[config.mk]
export PLATFORM = sky130hd
export DESIGN_NAME = uart_tx_fifo
export DESIGN_NICKNAME = d
export VERILOG_FILES = /design/src/rtl/uart_tx_fifo.sv
export SDC_FILE = /design/constraint.sdc
export NUM_CORES = 1
export LEC_CHECK = 0
export BUFFER_PORTS_ARGS = -buffer_cell sky130_fd_sc_hd__buf_2
export CORE_MARGIN = 2
export CORE_UTILIZATION = 39
export CTS_BUF_LIST = sky130_fd_sc_hd__clkbuf_8
export CTS_CLUSTER_SIZE = 40
export DETAILED_ROUTE_END_ITERATION = 10
export PLACE_DENSITY = 0.62
export SETUP_SLACK_MARGIN = 0.05
export SYNTH_ARGS = -nofsm -noshare
export SYNTH_HDL_FRONTEND = slang
export SYNTH_SLANG_ARGS = --single-unit
[constraint.sdc]
create_clock -name clk -period 3.11 [get_ports clk]
set_clock_uncertainty 0.1 [all_clocks]
set_input_delay 0.4665 -clock clk [delete_from_list [all_inputs] [get_ports clk]]
set_output_delay 0.4665 -clock clk [all_outputs]
set_load 0.05 [all_outputs]
[src/rtl/uart_tx_fifo.sv]
// rtl/uart_tx_fifo.sv - UART transmitter with input FIFO and back-to-back framing
//
// Ports:
//   clk        in   system clock, rising edge
//   rst        in   synchronous reset, active-high
//   data       in   [DATA_BITS] word to transmit, captured on the push edge
//   data_ready in   write strobe; pushes data when full=0
//   full       out  FIFO holds FIFO_DEPTH words
//   busy       out  frame in progress or FIFO non-empty
//   done       out  one-cycle pulse after each frame's last stop bit
//   overflow   out  one-cycle pulse after a push attempted while full
//   serial     out  TX line, idle high
module uart_tx_fifo #(
    parameter int CLK_PER_BIT = 100,
    parameter int DATA_BITS   = 8,
    parameter int PARITY      = 0,
    parameter int STOP_BITS   = 1,
    parameter int FIFO_DEPTH  = 4
) (
    input  logic                 clk,
    input  logic                 rst,
    input  logic [DATA_BITS-1:0] data,
    input  logic                 data_ready,
    output logic                 full,
    output logic                 busy,
    output logic                 done,
    output logic                 overflow,
    output logic                 serial
);

    localparam int AW = (FIFO_DEPTH > 1) ? $clog2(FIFO_DEPTH) : 1;
    localparam int CW = $clog2(FIFO_DEPTH + 1);
    localparam int TW = $clog2(CLK_PER_BIT);
    localparam int IW = $clog2(DATA_BITS);

    typedef enum logic [2:0] {
        S_IDLE,
        S_START,
        S_DATA,
        S_PAR,
        S_STOP
    } state_t;

    logic [DATA_BITS-1:0] mem_q [FIFO_DEPTH];
    logic [AW-1:0]        wr_ptr_q, wr_ptr_d;
    logic [AW-1:0]        rd_ptr_q, rd_ptr_d;
    logic [CW-1:0]        count_q, count_d;
    state_t               state_q, state_d;
    logic [TW-1:0]        timer_q, timer_d;
    logic [IW-1:0]        idx_q, idx_d;
    logic [DATA_BITS-1:0] shreg_q, shreg_d;
    logic                 par_q, par_d;
    logic                 serial_q, serial_d;
    logic                 done_q, done_d;
    logic                 overflow_q, overflow_d;
    logic                 push, pop, bit_end, full_now;

    assign full_now = (count_q == CW'(FIFO_DEPTH));
    assign full     = full_now;
    assign busy     = (state_q != S_IDLE) || (count_q != '0);
    assign done     = done_q;
    assign overflow = overflow_q;
    assign serial   = serial_q;

    always_comb begin
        push       = data_ready && !full_now;
        overflow_d = data_ready && full_now;
        bit_end    = (timer_q == TW'(CLK_PER_BIT - 1));
        pop        = 1'b0;
        done_d     = 1'b0;
        state_d    = state_q;
        timer_d    = bit_end ? '0 : timer_q + TW'(1);
        idx_d      = idx_q;
        shreg_d    = shreg_q;
        par_d      = par_q;

        case (state_q)
            S_IDLE: begin
                timer_d = '0;
                if (count_q != '0) begin
                    pop     = 1'b1;
                    state_d = S_START;
                end
            end
            S_START: begin
                if (bit_end) begin
                    state_d = S_DATA;
                    idx_d   = '0;
                end
            end
            S_DATA: begin
                if (bit_end) begin
                    if (idx_q == IW'(DATA_BITS - 1)) begin
                        idx_d   = '0;
                        state_d = (PARITY != 0) ? S_PAR : S_STOP;
                    end else begin
                        idx_d   = idx_q + IW'(1);
                        shreg_d = shreg_q >> 1;
                    end
                end
            end
            S_PAR: begin
                if (bit_end) begin
                    state_d = S_STOP;
                    idx_d   = '0;
                end
            end
            S_STOP: begin
                // idx_q counts stop bits here so STOP_BITS=2 reuses the bit timer
                if (bit_end) begin
                    if (idx_q == IW'(STOP_BITS - 1)) begin
                        done_d = 1'b1;
                        idx_d  = '0;
                        if (count_q != '0) begin
                            pop     = 1'b1;
                            state_d = S_START;
                        end else begin
                            state_d = S_IDLE;
                        end
                    end else begin
                        idx_d = idx_q + IW'(1);
                    end
                end
            end
            default: state_d = S_IDLE;
        endcase

        // Parity is fixed at pop time from the latched word
        if (pop) begin
            shreg_d = mem_q[rd_ptr_q];
            par_d   = (^mem_q[rd_ptr_q]) ^ (PARITY == 1);
        end

        wr_ptr_d = wr_ptr_q + AW'(push);
        rd_ptr_d = rd_ptr_q + AW'(pop);
        count_d  = count_q + CW'(push) - CW'(pop);

        // serial is registered, so it reflects the state being entered
        case (state_d)
            S_START: serial_d = 1'b0;
            S_DATA:  serial_d = shreg_d[0];
            S_PAR:   serial_d = par_d;
            default: serial_d = 1'b1;
        endcase
    end

    always_ff @(posedge clk) begin
        if (push) begin
            mem_q[wr_ptr_q] <= data;
        end
    end

    always_ff @(posedge clk) begin
        if (rst) begin
            wr_ptr_q   <= '0;
            rd_ptr_q   <= '0;
            count_q    <= '0;
            state_q    <= S_IDLE;
            timer_q    <= '0;
            idx_q      <= '0;
            shreg_q    <= '0;
            par_q      <= 1'b0;
            serial_q   <= 1'b1;
            done_q     <= 1'b0;
            overflow_q <= 1'b0;
        end else begin
            wr_ptr_q   <= wr_ptr_d;
            rd_ptr_q   <= rd_ptr_d;
            count_q    <= count_d;
            state_q    <= state_d;
            timer_q    <= timer_d;
            idx_q      <= idx_d;
            shreg_q    <= shreg_d;
            par_q      <= par_d;
            serial_q   <= serial_d;
            done_q     <= done_d;
            overflow_q <= overflow_d;
        end
    end

endmodule
== Yosys cells after proc, flatten, opt, wreduce, memory -nomap -nowiden ==
Memories as Yosys holds them, arrays and structs flattened. A register that Yosys moved wholly into a read port is not among the register bits.
Index checks and enable logic that the tools add are counted.

* Flip-flop bits (word level): 32
* RAM bits: 32
* Bits of input ports: 11
* Word-level logic and storage cells: 81
* Memories kept: 1

* $add $sub $neg: 6
* Eq/ne operators: 14
* Mux-type cells: 29
* Bitwise operators: 2
* Reductions and logical operators: 17

{| class="wikitable"
|+ Memories
! name !! depth !! bits a word !! read ports !! clocked after Yosys merged registers in !! write ports !! line !! source
|-
| mem_q || 4 || 8 || 1 || 1 || 1 || 44 || <nowiki>logic [DATA_BITS-1:0] mem_q [FIFO_DEPTH];</nowiki>
|}

{| class="wikitable"
|+ Operators by type and width
! kind !! count
|-
| 3-bit two-way mux || 12
|-
| 8-bit two-way mux || 4
|-
| 3-bit case mux with 5 select lines || 1
|-
| 3-bit by 2-bit == test with 1-bit output, second input constant || 4
|-
| 3-bit == test, second input constant || 3
|-
| 3-bit case mux with 3 select lines || 1
|-
| 3-bit nonzero test || 3
|-
| 1-bit two-way mux || 8
|-
| 8-bit XOR reduction || 1
|-
| 7-bit by 1-bit adder with 7-bit output, second input constant || 1
|-
| 7-bit == test, second input constant || 1
|-
| 3-bit by 1-bit == test with 1-bit output, second input constant || 2
|-
| 3-bit logical NOT || 2
|-
| 2-bit inequality test, second input constant || 3
|-
| 3-bit OR reduction || 2
|-
| 2-bit by 1-bit adder with 2-bit output || 2
|-
| 4-bit AND reduction || 1
|-
| 2-bit nonzero test || 2
|-
| 3-bit by 1-bit adder with 3-bit output || 1
|-
| 3-bit by 1-bit adder with 3-bit output, second input constant || 1
|-
| 1-bit case mux with 3 select lines || 1
|-
| 3-bit AND reduction || 1
|-
| 3-bit by 1-bit subtractor with 3-bit output || 1
|-
| 1-bit logical AND || 2
|-
| other kinds (7) || 8
|}

== Longest topological paths before layout ==
* Word-level depth: 7
* Mapped depth: 14
* Gate-level depth less buffers: 14

== Worst setup path after synthesis ==
OpenSTA, ideal clock, no wires.

* Path type: flip-flop to flip-flop
* From: reg timer_q[3]
* To: reg count_q[2]
* Setup time: 0.128 ns
* Arrival time: 2.400 ns
* Path slack: 0.482 ns
* Stages on the path, launching flop included: 13
* Clock period less this slack: 2.628 ns
* Cells stage by stage: dfxtp_1 nor4b_1 nand2_1 a21o_1 inv_1 ha_1 inv_1 ha_1 inv_1 fa_1 xor2_1 xnor2_1 nor2_1

* Cells in the longest elaborated chain, start to end: 4

{| class="wikitable"
|+ Ends and longest elaborated chain
! item !! line !! source
|-
| start, declared || 49 || <nowiki>logic [TW-1:0] timer_q, timer_d;</nowiki>
|-
| start signal, assigned || 171 || <nowiki>timer_q <= timer_d;</nowiki>
|-
| 7-bit == test || 68 || <nowiki>bit_end = (timer_q == TW'(CLK_PER_BIT - 1));</nowiki>
|-
| 1-bit two-way mux || 110 || <nowiki>if (bit_end) begin</nowiki>
|-
| 1-bit case mux with 2 select lines || 77 || <nowiki>case (state_q)</nowiki>
|-
| 3-bit by 1-bit subtractor with 3-bit output || 136 || <nowiki>count_d = count_q + CW'(push) - CW'(pop);</nowiki>
|-
| end signal, assigned || 169 || <nowiki>count_q <= count_d;</nowiki>
|-
| end, declared || 47 || <nowiki>logic [CW-1:0] count_q, count_d;</nowiki>
|}

Every way passes these cells.
A chain may end at the register's enable or synchronous reset.

== Worst setup path in the final report ==
Ends and elaborated chain as after synthesis.

==> run summary <==
Summed over all cells, the static leakage comes to 0.00112 µW. For the final global-route overflow total, the log shows 0. The logs give 6760 µm² for the core area and 0 for the buffers inserted during post-CTS setup optimization. After synthesis, the largest area contributor takes up 35.4% of total cell area.

Among all flip-flop cells after synthesis, the most frequent one is edfxtp_1. The proportion of synthesized flip-flops having asynchronous set or reset works out to 0%. Cell with the most instances on the worst path: inv_1. The number of iterations in the first detailed-routing pass is 4. Across all hold checks on the routed design, the worst slack comes to 0.234 ns. Routability-driven placement finished with a final weighted congestion of 0.782.

After synthesis, the netlist uses 39 different library cells. The run gives 7650 µm² as the total die area. VDD sags by at most 0.476 mV. The largest stage delay on the critical path is 0.49 ns.

Startpoint class of the critical path: a flip-flop. After synthesis the cells add up to 2720 µm². The flow ran to the end, and the final reports show no timing, DRC or antenna violations. Shortest period the worst path allows: 2.71 ns. edfxtp_1 takes more of the synthesized area than any other cell. In this run, placement finished with an instance count of 309. The routed design has 4660 µm of wire. By area the synthesized netlist is led by edfxtp_1, dfxtp_1, mux4_2. In the final layout, the share of cells above drive strength 1 is 20.4%. The area growth from synthesis to layout was 14.2%; the highest achievable clock rate was 369 MHz.

The Yosys step of the flow raised 0 warnings. The power density relative to cell area is 848 nW/µm². Setup repair after global routing left no endpoint under its margin. The I/O pin count is 16, and the final setup TNS is 0 ns.

Counting flops and latches in the post-synthesis netlist gives 64. TritonCTS built the clock tree. After routing the design area is 3100 µm². For the clock sink total, the log shows 64.

In this run, the number of DRC markers left after iteration 0 of detailed routing was 126. The count of non-filler cells in the finished layout is 325, and the mean instance size in the synthesized netlist is 12.5 µm². After detailed routing, the number of remaining DRC violations is 0.

The logs give 2 for the maximum buffer depth of the clock tree and 2630 µW for the overall power consumption. The tools report the net total in the final layout as 260. The critical path in this run is classified as reg -> reg. The repair_antennas step left the layout with diodes totalling 0. The total track usage is 14.3%. The via density per instance came out at 5.19. The count of pins over their slew limit came out at 0. The clock edge transition at the registers on the reported setup and hold paths is 0.08 ns.

For the largest net degree at the start of global routing, the log shows 27. Input and output buffers added on the ports amount to 15. The worst path uses 87.2% of the clock period. The die is 87.5 µm tall. The sort of element at the end of the critical path is a flip-flop. Synthesis produced a netlist with a net count of 237. The gate count of the mapped netlist was 217; the number of antenna violations at the first check in global routing was 0. Number of gates resized after cts: 0.

The root buffer cell chosen for the clock tree is clkbuf_8. The run gives 1663 as the number of global-route vias before repair. Measured along the x axis, the die boundary spans 87.5 µm.

Max-cap violations in this run came to 0. Among all stages on the critical path, the largest delay is contributed by nor4b_1. The detailed router placed 1687 vias in this run.

The floorplan has 30 rows. The signal on the critical path passes through nor4b_1 > nand2_1 > a21o_1 > inv_1 > ha_1 > inv_1 > ha_1 > inv_1 > fa_1 > xor2_1 > xnor2_1 > nor2_1. Buffers inserted during clock tree synthesis total 9. The H-tree generated during clock tree synthesis spans 3 levels. The min-delay analysis places its worst path in the category in -> reg. The first global-routing pass estimated 8030 µm of wire.

Counting flops with a built-in enable in the synthesized netlist gives 32. Number of hold-slack violations in the final timing report: 0. Data arrives at the worst endpoint at 2.83 ns. The run gives 0 as the number of setup violations in the final report. In this run the worst path has a maximum fanout of 5. The commonest cells after synthesis are dfxtp_1, edfxtp_1, nor2_1.

Buffers inserted to repair hold after CTS numbered 0. Once the floorplan was initialized, standard cells occupied 40.2% of the core. The critical path required time is 3.23 ns, and the sequential fraction of the synthesis area is 58.9%.

The run gives 0.34 ns as the clock latency on the worst-skew pair. The half-perimeter wire length after placement is 3100 µm, and the actual slew at the worst max-slew pin is 0.557 ns. Once detail routing completed, the nets flagged for antenna violations numbered 0. The average wire per cell in the routed design was 14.3 µm; the relative max-transition margin was 62.8%.

Area after detailed placement: 2900 µm².
[path summary, 6_finish.rpt]
| path | start | end | slack [ns] | cells past startpoint |
|---|---|---|---|---|
| max reg2reg | timer_q[3]$_SDFF_PP0_ | count_q[2]$_SDFF_PP0_ | 0.40 | 12 |
| min reg2reg | shreg_q[2]$_SDFFE_PP0P_ | shreg_q[2]$_SDFFE_PP0P_ | 0.37 | 2 |
| max | timer_q[3]$_SDFF_PP0_ | count_q[2]$_SDFF_PP0_ | 0.40 | 12 |
| min | data[1] | mem_q[2][1]$_DFFE_PP_ | 0.23 | 1 |
[where the power goes]
part	switching, µW	leakage, µW	internal [µW]
sequential	112	0.000555	1030
combinational	406	0.000469	369
clock	338	0.000100	376
[layer usage]
layer / vias up / track usage (%) / part of all wire [%]
met5: - / 0 / 0
met3: 4 / 6.07 / 4.6
met2: 32 / 23.3 / 51
li1: 834 / - / -
met4: 0 / 6.43 / 0.73
met1: 817 / 16.3 / 44
[critical path: cells and delay by family (launching register included)]
| kind | cells | cell delay [ns] |
|---|---|---|
| AOI/OAI and AO/OA | 1 | 0.22 |
| xor gates and xnor gates | 2 | 0.33 |
| adders and majority gates | 3 | 0.71 |
| buffers and inverters | 3 | 0.16 |
| DFF | 1 | 0.35 |
| and+or+nand+nor | 3 | 0.69 |
[registers in the layout (all words and copies together) (netlist names)]
register,flops
mem_q,32
shreg_q,8
timer_q,7
count_q,3
idx_q,3
state_q,3
rd_ptr_q,2
wr_ptr_q,2
done,1
overflow,1
par_q,1
serial,1
[layout by cell type, fill, tap and decap left out, types with 3 or more instances in the layout]
cell type,synthesis,routed
dfxtp_1,32,32
edfxtp_1,32,32
nor3_1,3,3
buf_2,1,15
a211oi_1,3,3
nor2_1,25,25
nor2b_1,4,4
a22oi_1,4,4
ha_1,8,8
nand3_1,11,11
inv_1,9,9
mux4_2,8,8
xnor2_1,13,13
nand2_1,16,16
nor3b_1,3,3
a21oi_1,4,4
a311oi_1,3,3
clkbuf_8,0,9
xor2_1,3,3
buf_4,0,6
[through the flow]
| step | setup WS (ns) | util, % |
|---|---|---|
| finish | 0.397 | 45.9 |
| global route | 0.202 | 45.9 |
| CTS | 0.372 | 45.9 |
| detailed placement | 0.379 | 43.0 |
| global placement | 0.468 | 43.0 |
| floorplan | 0.482 | - |
[cell families (layout without fill, tap and decap cells)]
| group | after synthesis | in the layout | synth area share [%] |
|---|---|---|---|
| AO/OA/AOI/OAI | 24 | 24 | 6.72 |
| buffers and inverters | 18 | 46 | 2.53 |
| flip-flops | 64 | 64 | 58.9 |
| multiplexers | 10 | 10 | 7.37 |
| XOR/XNOR | 16 | 16 | 5.16 |
| adder cells (fa/ha/maj) | 9 | 9 | 4.42 |
| AND/OR/NAND/NOR | 76 | 76 | 14.9 |
[layout make-up]
class / count / area (µm²)
Clock buffer: 9 / 124
Clock inverter: 7 / 77.6
Tap cell: 80 / 100
Fill cell: 618 / 3650
Timing Repair Buffer: 21 / 120
Sequential cell: 64 / 1600
Inverter: 9 / 33.8
Multi-Input combinational cell: 135 / 1050
(Power assumes the default switching activity.)
